===== config.mk =====
export PLATFORM = sky130hd
export DESIGN_NAME = serial_uart_bridge
export DESIGN_NICKNAME = d
export VERILOG_FILES = /design/src/rtl/serial_uart_bridge.sv
export SDC_FILE = /design/constraint.sdc
export NUM_CORES = 1
export LEC_CHECK = 0
export BUFFER_PORTS_ARGS = -buffer_cell sky130_fd_sc_hd__buf_2
export CAP_MARGIN = 10
export CORE_ASPECT_RATIO = 1.75
export CORE_UTILIZATION = 60
export CTS_CLUSTER_SIZE = 10
export DETAILED_ROUTE_END_ITERATION = 8
export PLACE_DENSITY_LB_ADDON = 0.05
export SLEW_MARGIN = 20
export SYNTH_ARGS = -nofsm -noshare
export SYNTH_HDL_FRONTEND = slang
export SYNTH_SLANG_ARGS = --single-unit

===== constraint.sdc =====
create_clock -name clock -period 3.45 [get_ports clock]
set_input_delay 0.345 -clock clock [delete_from_list [all_inputs] [get_ports clock]]
set_output_delay 0.345 -clock clock [all_outputs]
set_load 0.02 [all_outputs]

===== src/rtl/serial_uart_bridge.sv =====
// serial_uart_bridge: device-side UART endpoint for the core's serial MMIO port.
// TX: TX_DEPTH-entry FIFO feeding a UART serialiser (8N1).
// RX: 2-flop synchroniser, mid-bit sampling deserialiser, single-entry holding
// register with a sticky overrun flag.
// Optional build macro SERIAL_BRIDGE_PARITY_EN: 8E1 frames on both directions and
// the rx_parity_err_out sticky flag.
//
// TX FSM
//   state     | meaning
//   TX_IDLE   | line high, waiting for a FIFO entry
//   TX_START  | start bit (low) for DIV cycles
//   TX_DATA   | 8 data bits LSB first, DIV cycles each
//   TX_PARITY | even parity bit (parity build only)
//   TX_STOP   | stop bit (high); chains straight into the next frame if queued
// RX FSM
//   state     | meaning
//   RX_IDLE   | waiting for a synchronised high-to-low edge
//   RX_START  | confirm start bit at mid-bit, reject glitches
//   RX_DATA   | sample 8 bits at mid-bit, LSB first
//   RX_PARITY | check even parity (parity build only)
//   RX_STOP   | sample stop bit; deliver byte only if high
module serial_uart_bridge #(
  parameter int CLK_HZ   = 50000000,
  parameter int BAUD     = 115200,
  parameter int TX_DEPTH = 8
) (
  input  logic       clock,
  input  logic       reset,
  input  logic [7:0] tx_data_in,
  input  logic       tx_wren_in,
  output logic       tx_ready_out,
  input  logic       rx_rden_in,
  output logic [7:0] rx_data_out,
  output logic       rx_valid_out,
  output logic       rx_overrun_out,
`ifdef SERIAL_BRIDGE_PARITY_EN
  output logic       rx_parity_err_out,
`endif
  output logic       uart_txd_out,
  input  logic       uart_rxd_in
);

  localparam int DIV = CLK_HZ / BAUD;
  localparam int CW  = $clog2(DIV + 1);
  localparam int AW  = $clog2(TX_DEPTH);
  localparam logic [CW-1:0] CNT_BIT  = CW'(DIV - 1);
  localparam logic [CW-1:0] CNT_HALF = CW'(DIV / 2);
  localparam logic [AW:0]   FULL_CNT = (AW + 1)'(TX_DEPTH);

  typedef enum logic [2:0] {
    TX_IDLE,
    TX_START,
    TX_DATA,
`ifdef SERIAL_BRIDGE_PARITY_EN
    TX_PARITY,
`endif
    TX_STOP
  } tx_state_t;

  typedef enum logic [2:0] {
    RX_IDLE,
    RX_START,
    RX_DATA,
`ifdef SERIAL_BRIDGE_PARITY_EN
    RX_PARITY,
`endif
    RX_STOP
  } rx_state_t;

  // ---------------- TX FIFO ----------------
  logic [7:0]    fifo_mem [TX_DEPTH];
  logic [AW-1:0] wr_ptr, rd_ptr;
  logic [AW:0]   fifo_cnt, fifo_cnt_next;
  logic          fifo_push, fifo_pop;

  assign fifo_push = tx_wren_in && tx_ready_out;

  // FIFO storage; contents are don't-care while unoccupied, so no reset
  always_ff @(posedge clock) begin
    if (fifo_push) fifo_mem[wr_ptr] <= tx_data_in;
  end

  // occupancy after this cycle's push/pop
  always_comb begin
    fifo_cnt_next = fifo_cnt;
    if (fifo_push && !fifo_pop)      fifo_cnt_next = fifo_cnt + 1'b1;
    else if (!fifo_push && fifo_pop) fifo_cnt_next = fifo_cnt - 1'b1;
  end

  // pointers, count and registered not-full flag
  always_ff @(posedge clock or negedge reset) begin
    if (!reset) begin
      wr_ptr       <= '0;
      rd_ptr       <= '0;
      fifo_cnt     <= '0;
      tx_ready_out <= 1'b1;
    end else begin
      if (fifo_push) wr_ptr <= wr_ptr + 1'b1;
      if (fifo_pop)  rd_ptr <= rd_ptr + 1'b1;
      fifo_cnt     <= fifo_cnt_next;
      tx_ready_out <= (fifo_cnt_next != FULL_CNT);
    end
  end

  // ---------------- TX serialiser ----------------
  tx_state_t     tx_state, tx_state_next;
  logic [CW-1:0] tx_cnt;
  logic [7:0]    tx_shift;
  logic [2:0]    tx_bit;
  logic          tx_cnt_done, tx_shift_en, tx_line;
`ifdef SERIAL_BRIDGE_PARITY_EN
  logic          tx_par;
`endif

  assign tx_cnt_done = (tx_cnt == '0);

  // TX next state, FIFO pop and line level
  always_comb begin
    tx_state_next = tx_state;
    fifo_pop      = 1'b0;
    tx_shift_en   = 1'b0;
    tx_line       = 1'b1;
    case (tx_state)
      TX_IDLE: begin
        if (fifo_cnt != '0) begin
          fifo_pop      = 1'b1;
          tx_state_next = TX_START;
        end
      end
      TX_START: begin
        tx_line = 1'b0;
        if (tx_cnt_done) tx_state_next = TX_DATA;
      end
      TX_DATA: begin
        tx_line = tx_shift[0];
        if (tx_cnt_done) begin
          tx_shift_en = 1'b1;
          if (tx_bit == 3'd7) begin
`ifdef SERIAL_BRIDGE_PARITY_EN
            tx_state_next = TX_PARITY;
`else
            tx_state_next = TX_STOP;
`endif
          end
        end
      end
`ifdef SERIAL_BRIDGE_PARITY_EN
      TX_PARITY: begin
        tx_line = tx_par;
        if (tx_cnt_done) tx_state_next = TX_STOP;
      end
`endif
      TX_STOP: begin
        if (tx_cnt_done) begin
          if (fifo_cnt != '0) begin
            fifo_pop      = 1'b1;
            tx_state_next = TX_START;
          end else begin
            tx_state_next = TX_IDLE;
          end
        end
      end
      default: tx_state_next = TX_IDLE;
    endcase
  end

  // TX state, baud down-counter, shift register; txd is registered so the
  // line is glitch-free (one cycle behind the state)
  always_ff @(posedge clock or negedge reset) begin
    if (!reset) begin
      tx_state     <= TX_IDLE;
      tx_cnt       <= '0;
      tx_shift     <= '0;
      tx_bit       <= '0;
      uart_txd_out <= 1'b1;
`ifdef SERIAL_BRIDGE_PARITY_EN
      tx_par       <= 1'b0;
`endif
    end else begin
      tx_state     <= tx_state_next;
      uart_txd_out <= tx_line;
      if (fifo_pop) begin
        tx_shift <= fifo_mem[rd_ptr];
        tx_cnt   <= CNT_BIT;
        tx_bit   <= '0;
`ifdef SERIAL_BRIDGE_PARITY_EN
        tx_par   <= ^fifo_mem[rd_ptr];
`endif
      end else if (tx_state != TX_IDLE) begin
        tx_cnt <= tx_cnt_done ? CNT_BIT : tx_cnt - 1'b1;
        if (tx_shift_en) begin
          tx_shift <= {1'b0, tx_shift[7:1]};
          tx_bit   <= tx_bit + 1'b1;
        end
      end
    end
  end

  // ---------------- RX deserialiser ----------------
  logic          rx_meta, rx_sync, rx_prev;
  rx_state_t     rx_state, rx_state_next;
  logic [CW-1:0] rx_cnt;
  logic [7:0]    rx_shift;
  logic [2:0]    rx_bit;
  logic          rx_cnt_done, rx_sample, rx_good, rx_done;
`ifdef SERIAL_BRIDGE_PARITY_EN
  logic          rx_par_bad;
`endif

  assign rx_cnt_done = (rx_cnt == '0);

  // 2-flop synchroniser plus one delayed copy for edge detection; reset to
  // the idle level so release of reset never looks like a start edge
  always_ff @(posedge clock or negedge reset) begin
    if (!reset) begin
      rx_meta <= 1'b1;
      rx_sync <= 1'b1;
      rx_prev <= 1'b1;
    end else begin
      rx_meta <= uart_rxd_in;
      rx_sync <= rx_meta;
      rx_prev <= rx_sync;
    end
  end

  // RX next state; edge-triggered arming means a framing error naturally
  // waits for the line to return high before the next start is accepted
  always_comb begin
    rx_state_next = rx_state;
    rx_sample     = 1'b0;
    rx_good       = 1'b0;
`ifdef SERIAL_BRIDGE_PARITY_EN
    rx_par_bad    = 1'b0;
`endif
    case (rx_state)
      RX_IDLE: begin
        if (rx_prev && !rx_sync) rx_state_next = RX_START;
      end
      RX_START: begin
        if (rx_cnt_done) rx_state_next = rx_sync ? RX_IDLE : RX_DATA;
      end
      RX_DATA: begin
        if (rx_cnt_done) begin
          rx_sample = 1'b1;
          if (rx_bit == 3'd7) begin
`ifdef SERIAL_BRIDGE_PARITY_EN
            rx_state_next = RX_PARITY;
`else
            rx_state_next = RX_STOP;
`endif
          end
        end
      end
`ifdef SERIAL_BRIDGE_PARITY_EN
      RX_PARITY: begin
        if (rx_cnt_done) begin
          if (rx_sync != ^rx_shift) begin
            rx_par_bad    = 1'b1;
            rx_state_next = RX_IDLE;
          end else begin
            rx_state_next = RX_STOP;
          end
        end
      end
`endif
      RX_STOP: begin
        if (rx_cnt_done) begin
          rx_good       = rx_sync;
          rx_state_next = RX_IDLE;
        end
      end
      default: rx_state_next = RX_IDLE;
    endcase
  end

  // RX state, half-bit preload in IDLE, bit sampling, delivery pulse
  always_ff @(posedge clock or negedge reset) begin
    if (!reset) begin
      rx_state <= RX_IDLE;
      rx_cnt   <= '0;
      rx_shift <= '0;
      rx_bit   <= '0;
      rx_done  <= 1'b0;
    end else begin
      rx_state <= rx_state_next;
      rx_done  <= rx_good;
      if (rx_state == RX_IDLE) begin
        rx_cnt <= CNT_HALF;
        rx_bit <= '0;
      end else begin
        rx_cnt <= rx_cnt_done ? CNT_BIT : rx_cnt - 1'b1;
        if (rx_sample) begin
          rx_shift <= {rx_sync, rx_shift[7:1]};
          rx_bit   <= rx_bit + 1'b1;
        end
      end
    end
  end

  // single-entry holding register with sticky overrun
  always_ff @(posedge clock or negedge reset) begin
    if (!reset) begin
      rx_data_out    <= '0;
      rx_valid_out   <= 1'b0;
      rx_overrun_out <= 1'b0;
    end else begin
      if (rx_done && (!rx_valid_out || rx_rden_in)) begin
        rx_data_out  <= rx_shift;
        rx_valid_out <= 1'b1;
      end else if (rx_rden_in) begin
        rx_valid_out <= 1'b0;
      end
      if (rx_done && rx_valid_out && !rx_rden_in) rx_overrun_out <= 1'b1;
      else if (rx_rden_in && rx_valid_out)        rx_overrun_out <= 1'b0;
    end
  end

`ifdef SERIAL_BRIDGE_PARITY_EN
  // sticky parity error, cleared by a read strobe
  always_ff @(posedge clock or negedge reset) begin
    if (!reset)          rx_parity_err_out <= 1'b0;
    else if (rx_par_bad) rx_parity_err_out <= 1'b1;
    else if (rx_rden_in) rx_parity_err_out <= 1'b0;
  end
`endif

endmodule

After elaboration in Yosys (flattened, before gate mapping)
Memories as Yosys holds them, arrays and structs flattened. Cells that the tools add are included.

Bits in registers: 72. RAM bits: 64. Bits of input ports: 13. Output and inout bits: 12. Logic and storage cells: 123. Memories: 1.

Memories: fifo_mem (words 8, width 8, read ports 1, clocked after memory_dff 0, wr ports 1, RTL line 71) `logic [7:0] fifo_mem [TX_DEPTH];`.

$add $sub $neg: 8. Equality and inequality tests: 19. Multiplexer cells: 45. Bitwise operators: 1. Reductions and logical operators: 29.

Operators with widths (count): $mux W3 (15); $mux W9 (5); $mux W8 (3); $pmux W3 S4 (2); $ne A2 B2 Y1 const B (10); $logic_not A9 Y1 (2); $sub A9 B1 Y9 const B (2); $mux W1 (15); $add A3 B1 Y3 const B (4); $eq A3 B2 Y1 const B (4); $reduce_and A5 Y1 (2); $reduce_bool A2 Y1 (5); $logic_and A1 B1 Y1 (8); $mux W4 (2); $eq A3 B1 Y1 const B (2); $eq A3 B3 Y1 const B (2); $logic_not A3 Y1 (2); $logic_not A1 Y1 (5); $add A4 B1 Y4 const B (1); $ne A4 B4 Y1 const B (1); $pmux W1 S2 (2); $reduce_and A2 Y1 (2); $reduce_bool A4 Y1 (1); $sub A4 B1 Y4 const B (1); 4 further kinds (4).

Logic depth before layout (Yosys ltp)
Depth in word-level cells: 8. Mapped depth: 10. Gate-level depth less buffers: 8.

Worst setup path before layout
OpenSTA, ideal clock, no wires.

Path type: flip-flop to flip-flop. Start: reg fifo_cnt[0]. End: reg tx_ready_out. Library setup time: 0.082 ns. Arrival: 2.318 ns. Required time: 3.368 ns. Path slack: 1.050 ns. Cell stages (with the launch flop): 10. Buffers on the path: 1. Clock period less this slack: 2.400 ns. Cells stage by stage: dfrtp_1 > inv_1 > ha_1 > nor3b_1 > or2_2 > clkbuf_1 > or3_4 > o21ai_0 > or3_1 > a211o_1.

Cells in the longest elaborated chain, start to end: 8. Elaborated cells on any way between the ends: 12. Classes of those cells: add/sub: 2; eq/ne: 1; mux: 5; reduce/logical: 4.

Ends and longest elaborated chain: start: declaration (RTL line 73) `logic [AW:0] fifo_cnt, fifo_cnt_next;`; start signal: assignment (RTL line 100) `fifo_cnt <= fifo_cnt_next;`; $reduce_bool A4 Y1 (RTL line 125, 155); $mux W1 (RTL line 125, 155); $mux W1 (RTL line 154) `if (tx_cnt_done) begin`; $pmux W1 S2 (RTL line 123) `case (tx_state)`; $logic_and A1 B1 Y1 / $logic_not A1 Y1 (equally long branches) (RTL line 87, 86); $mux W4 / $logic_and A1 B1 Y1 (equally long branches) (RTL line 87, 86); $mux W4 (*) (RTL line 86) `if (fifo_push && !fifo_pop) fifo_cnt_next = fifo_cnt + 1'b1;`; $ne A4 B4 Y1 (*) (RTL line 101) `tx_ready_out <= (fifo_cnt_next != FULL_CNT);`; end signal: assignment (RTL line 101); end: declaration (RTL line 31) `output logic tx_ready_out,`.

Mark *: on every way between the ends. The rest lies on a longest branch, timed or not. A chain may end at the register's enable or synchronous reset.

Worst setup path in the final report
Start: reg tx_cnt[0]. End: reg tx_ready_out.

Cells in the longest elaborated chain, start to end: 7. Elaborated cells on any way between the ends: 9. Classes of those cells: eq/ne: 1; mux: 4; reduce/logical: 4.

Ends and longest elaborated chain: start: declaration (RTL line 107) `logic [CW-1:0] tx_cnt;`; start signal: assignment (RTL line 190) `tx_cnt <= tx_cnt_done ? CNT_BIT : tx_cnt - 1'b1;`; $logic_not A9 Y1 (*) (RTL line 115) `assign tx_cnt_done = (tx_cnt == '0);`; $mux W1 (*) (RTL line 154); $pmux W1 S2 (*) (RTL line 123); $logic_and A1 B1 Y1 / $logic_not A1 Y1 (equally long branches) (RTL line 87, 86); $mux W4 / $logic_and A1 B1 Y1 (equally long branches) (RTL line 87, 86); $mux W4 (*) (RTL line 86); $ne A4 B4 Y1 (*) (RTL line 101).

Marked as above.

==> results.cfg <==
[synthesis]
yosys.area_share.adder_pct = 3.306
ys.flop_type = dfrtp_1
synth-edff-count = 64
synth_compound_area_share_pct = 7.053
async_reset_ff_share_pct = 52.24
netlist_instances = 407
synth_seq_cells = 134
synthXorXnorAreaFrac_pct = 2.160
synth.distinct_cells = 51
seq_area_frac_synth_pct = 64.82
synth_area_leader_cell = edfxtp_1
synth_top_family_by_area = multiplexers
synth_fp_nets = 435
avgSynthCellArea_um2 = 13.95
synth_area_leaders = edfxtp_1 (34%), dfrtp_1 (29%), mux4_2 (6.3%)
yosysWarnings = 0
synthSimpleGateAreaFrac_pct = 9.323
synth_mux_area_share_pct = 11.51
synthesis.area_mm2 = 0.005677
synth_top_area_share_pct = 33.85

[finish]
final_nets = 473
diodes = 0
final_core_util_pct = 71.78
syn2layout_area_growth_pct = 15.72
layout-drive-gt1-share_pct = 24.24

[job]
cap_violations = 0

[power]
p_leak_uw = 0.002700
powerDensity_mw_per_mm2 = 657.7
ir_drop_mv = 0.5112

[clocking]
clkSlewWorstSetupHoldPaths_ns = 0.06
cts_tree = yes
clock_sinks = 134
cts_inserted_buffers = 17
cts_resized = 0
holdBufCountCts = 0
post-cts-setup-buffers = 0
htree_levels = 4
root_buffer = clkbuf_16
insertion_delay_ns = 0.42
clockBufferDepth = 2

[placement]
gp_congestion = 0.8324
place_hpwl_mm = 6.850
io_buffer_count = 24

[timing]
fin_skew_ns = 0.008633
setup_tns_ns = 0
final-max-slew-violation-count = 0
grt_setup_unrepaired = false
finalHoldViolations = 0
min_period_ns = 2.616
max_freq_mhz = 382.3
tightestPinTransition_ns = 0.9123
slew_headroom_pct = 38.95
setup_violations = 0
min_period_over_period_pct = 75.81

[floorplanning]
num_rows = 46
fp.dieH_um = 130.7
start_util_pct = 62.03
core_area_mm2 = 0.009151
io_pins = 25
die-area_mm2 = 0.009870
chipWidth_um = 75.53

[setup_path]
critical_path_arrival_ns = 2.96
path_max_fanout = 5
crit_path_start_kind = register
cp-end-kind = register
ff2ff_path_depth = 8
required_ns = 3.79
crit_type = reg -> reg

[route]
remaining_drc_errors = 0
viasPerCell = 5.779
dr.pass1.iters = 4
vias = 3340
wire_per_inst_um = 17.73
totalWireLength_mm = 10.25
drt_iter0_drc = 93
postRouteAntennaNets = 0

[status]
status = finished, final reports clean

[global_route]
overflow = 0
grt_pass1_vias = 3346
grt_usage_pct = 23.24
grt_pass1_wl_mm = 16.06
antenna_found_initial = 0
grt_max_degree = 37

[min_path]
min_path_type = in -> async
final cells by class:
class | count | area [µm²]
clock inverter | 7 | 56.30
fill | 598 | 2582
multi-input combinational | 246 | 1898
sequential | 134 | 3680
timing repair buffer | 33 | 187.7
clock buffer | 25 | 548.0
tap | 120 | 150.1
inverter | 13 | 48.80
cell usage in the layout (no fill, tap or decap), drive strengths merged, types with 2 or more instances in the layout:
| cell | count |
|---|---|
| mux2i | 9 |
| dfrtp | 65 |
| nand2 | 41 |
| nor4 | 3 |
| o31ai | 4 |
| xor2 | 3 |
| clkbuf | 25 |
| xnor2 | 11 |
| ha | 15 |
| buf | 33 |
| a21oi | 19 |
| o21ai | 25 |
| inv | 14 |
| or2 | 3 |
| mux4 | 16 |
| nand2b | 4 |
| or4 | 3 |
| clkinv | 4 |
| nor3 | 11 |
| nand3 | 5 |
| clkinvlp | 2 |
| edfxtp | 64 |
| mux2 | 18 |
| nor3b | 3 |
| nor2 | 31 |
| dfstp | 5 |
| or3 | 4 |
worst max-delay path: stages, from the launching register on:
cell and delay (ns):
dfrtp_1 0.41, inv_1 0.11, ha_1 0.16, or4b_1 0.54, o31a_4 0.36, or3_4 0.40, o32ai_2 0.16, a2bb2oi_1 0.11
a211o_1 0.30
synth_stat cells, drive strengths merged (3+ instances only):
library cell and count:
o21ai 25, or4 3, buf 4, xor2 3, nor3 11, xnor2 11, nor3b 3, o31ai 4
nand2 41, or2 3, dfstp 5, clkbuf 10, a21oi 19, nand2b 4, inv 13, mux4 16
mux2 18, nor2 31, nor4 3, mux2i 9, edfxtp 64, dfrtp 65, nand3 5, or3 4
ha 15
stage by stage:
| stage | area [µm²] | instances | total power [µW] | hold WS [ns] | worst slack (ns) |
|---|---|---|---|---|---|
| finish | 6569 | 578 | 4320 | 0.005500 | 0.8345 |
| global route | 6569 | 578 | 4484 | 0.01656 | 0.6760 |
| CTS | 6569 | 578 | 4348 | 0.01962 | 0.8695 |
| detailed placement | 5964 | 546 | 2576 | 0.3468 | 0.8739 |
| global placement | 5964 | 546 | 2543 | 0.3468 | 1.003 |
| floorplan | 5677 | 407 | 2387 | 0.04941 | 1.050 |
per-layer routing:
metal / part of all wire [%] / vias to the layer above / track usage [%]
li1: - / 1581 / -
met1: 40 / 1675 / 24.69
met2: 54 / 54 / 41.18
met3: 1.9 / 30 / 4.371
met4: 3.9 / 0 / 14.49
met5: 0 / - / 0
path summary, 6_finish.rpt:
check / slack [ns] / end / from
hold / removal: 0.006 / fifo_cnt[3] / reset
setup / recovery: 0.83 / tx_ready_out / tx_cnt[0]
max in group asynchronous: 2.49 / rx_sync / reset
hold reg to reg: 0.36 / rx_sync / rx_meta
min in group clock: 0.03 / rx_meta / uart_rxd_in
setup reg to reg: 0.83 / tx_ready_out / tx_cnt[0]
state kept, by name (all words and copies together), names as in the netlist:
signal / cells
tx_cnt: 9
rx_shift: 8
rd_ptr: 3
rx_done: 1
rx_state: 2
rx_data_out: 8
tx_shift: 8
tx_bit: 3
rx_meta: 1
tx_state: 2
fifo_cnt: 4
uart_txd_out: 1
rx_valid_out: 1
rx_cnt: 9
rx_bit: 3
rx_sync: 1
rx_prev: 1
wr_ptr: 3
tx_ready_out: 1
fifo_mem: 64
rx_overrun_out: 1
report_power, final:
| part | switching, µW | total [µW] | internal [µW] |
|---|---|---|---|
| Clock | 663 | 1770 | 1110 |
| Combinational | 298 | 516 | 217 |
| Sequential | 137 | 2040 | 1900 |
| Total | 1100 | 4320 | 3220 |
logic make-up (layout without fill, tap and decap cells):
| kind of cell | after synthesis | after routing |
|---|---|---|
| adders and majority gates | 15 | 15 |
| DFF | 134 | 134 |
| AOI/OAI and AO/OA | 64 | 64 |
| buffers and inverters | 27 | 78 |
| xor gates and xnor gates | 14 | 14 |
| and+or+nand+nor | 110 | 110 |
| muxes | 43 | 43 |
Power figures use the tool's default switching activity.
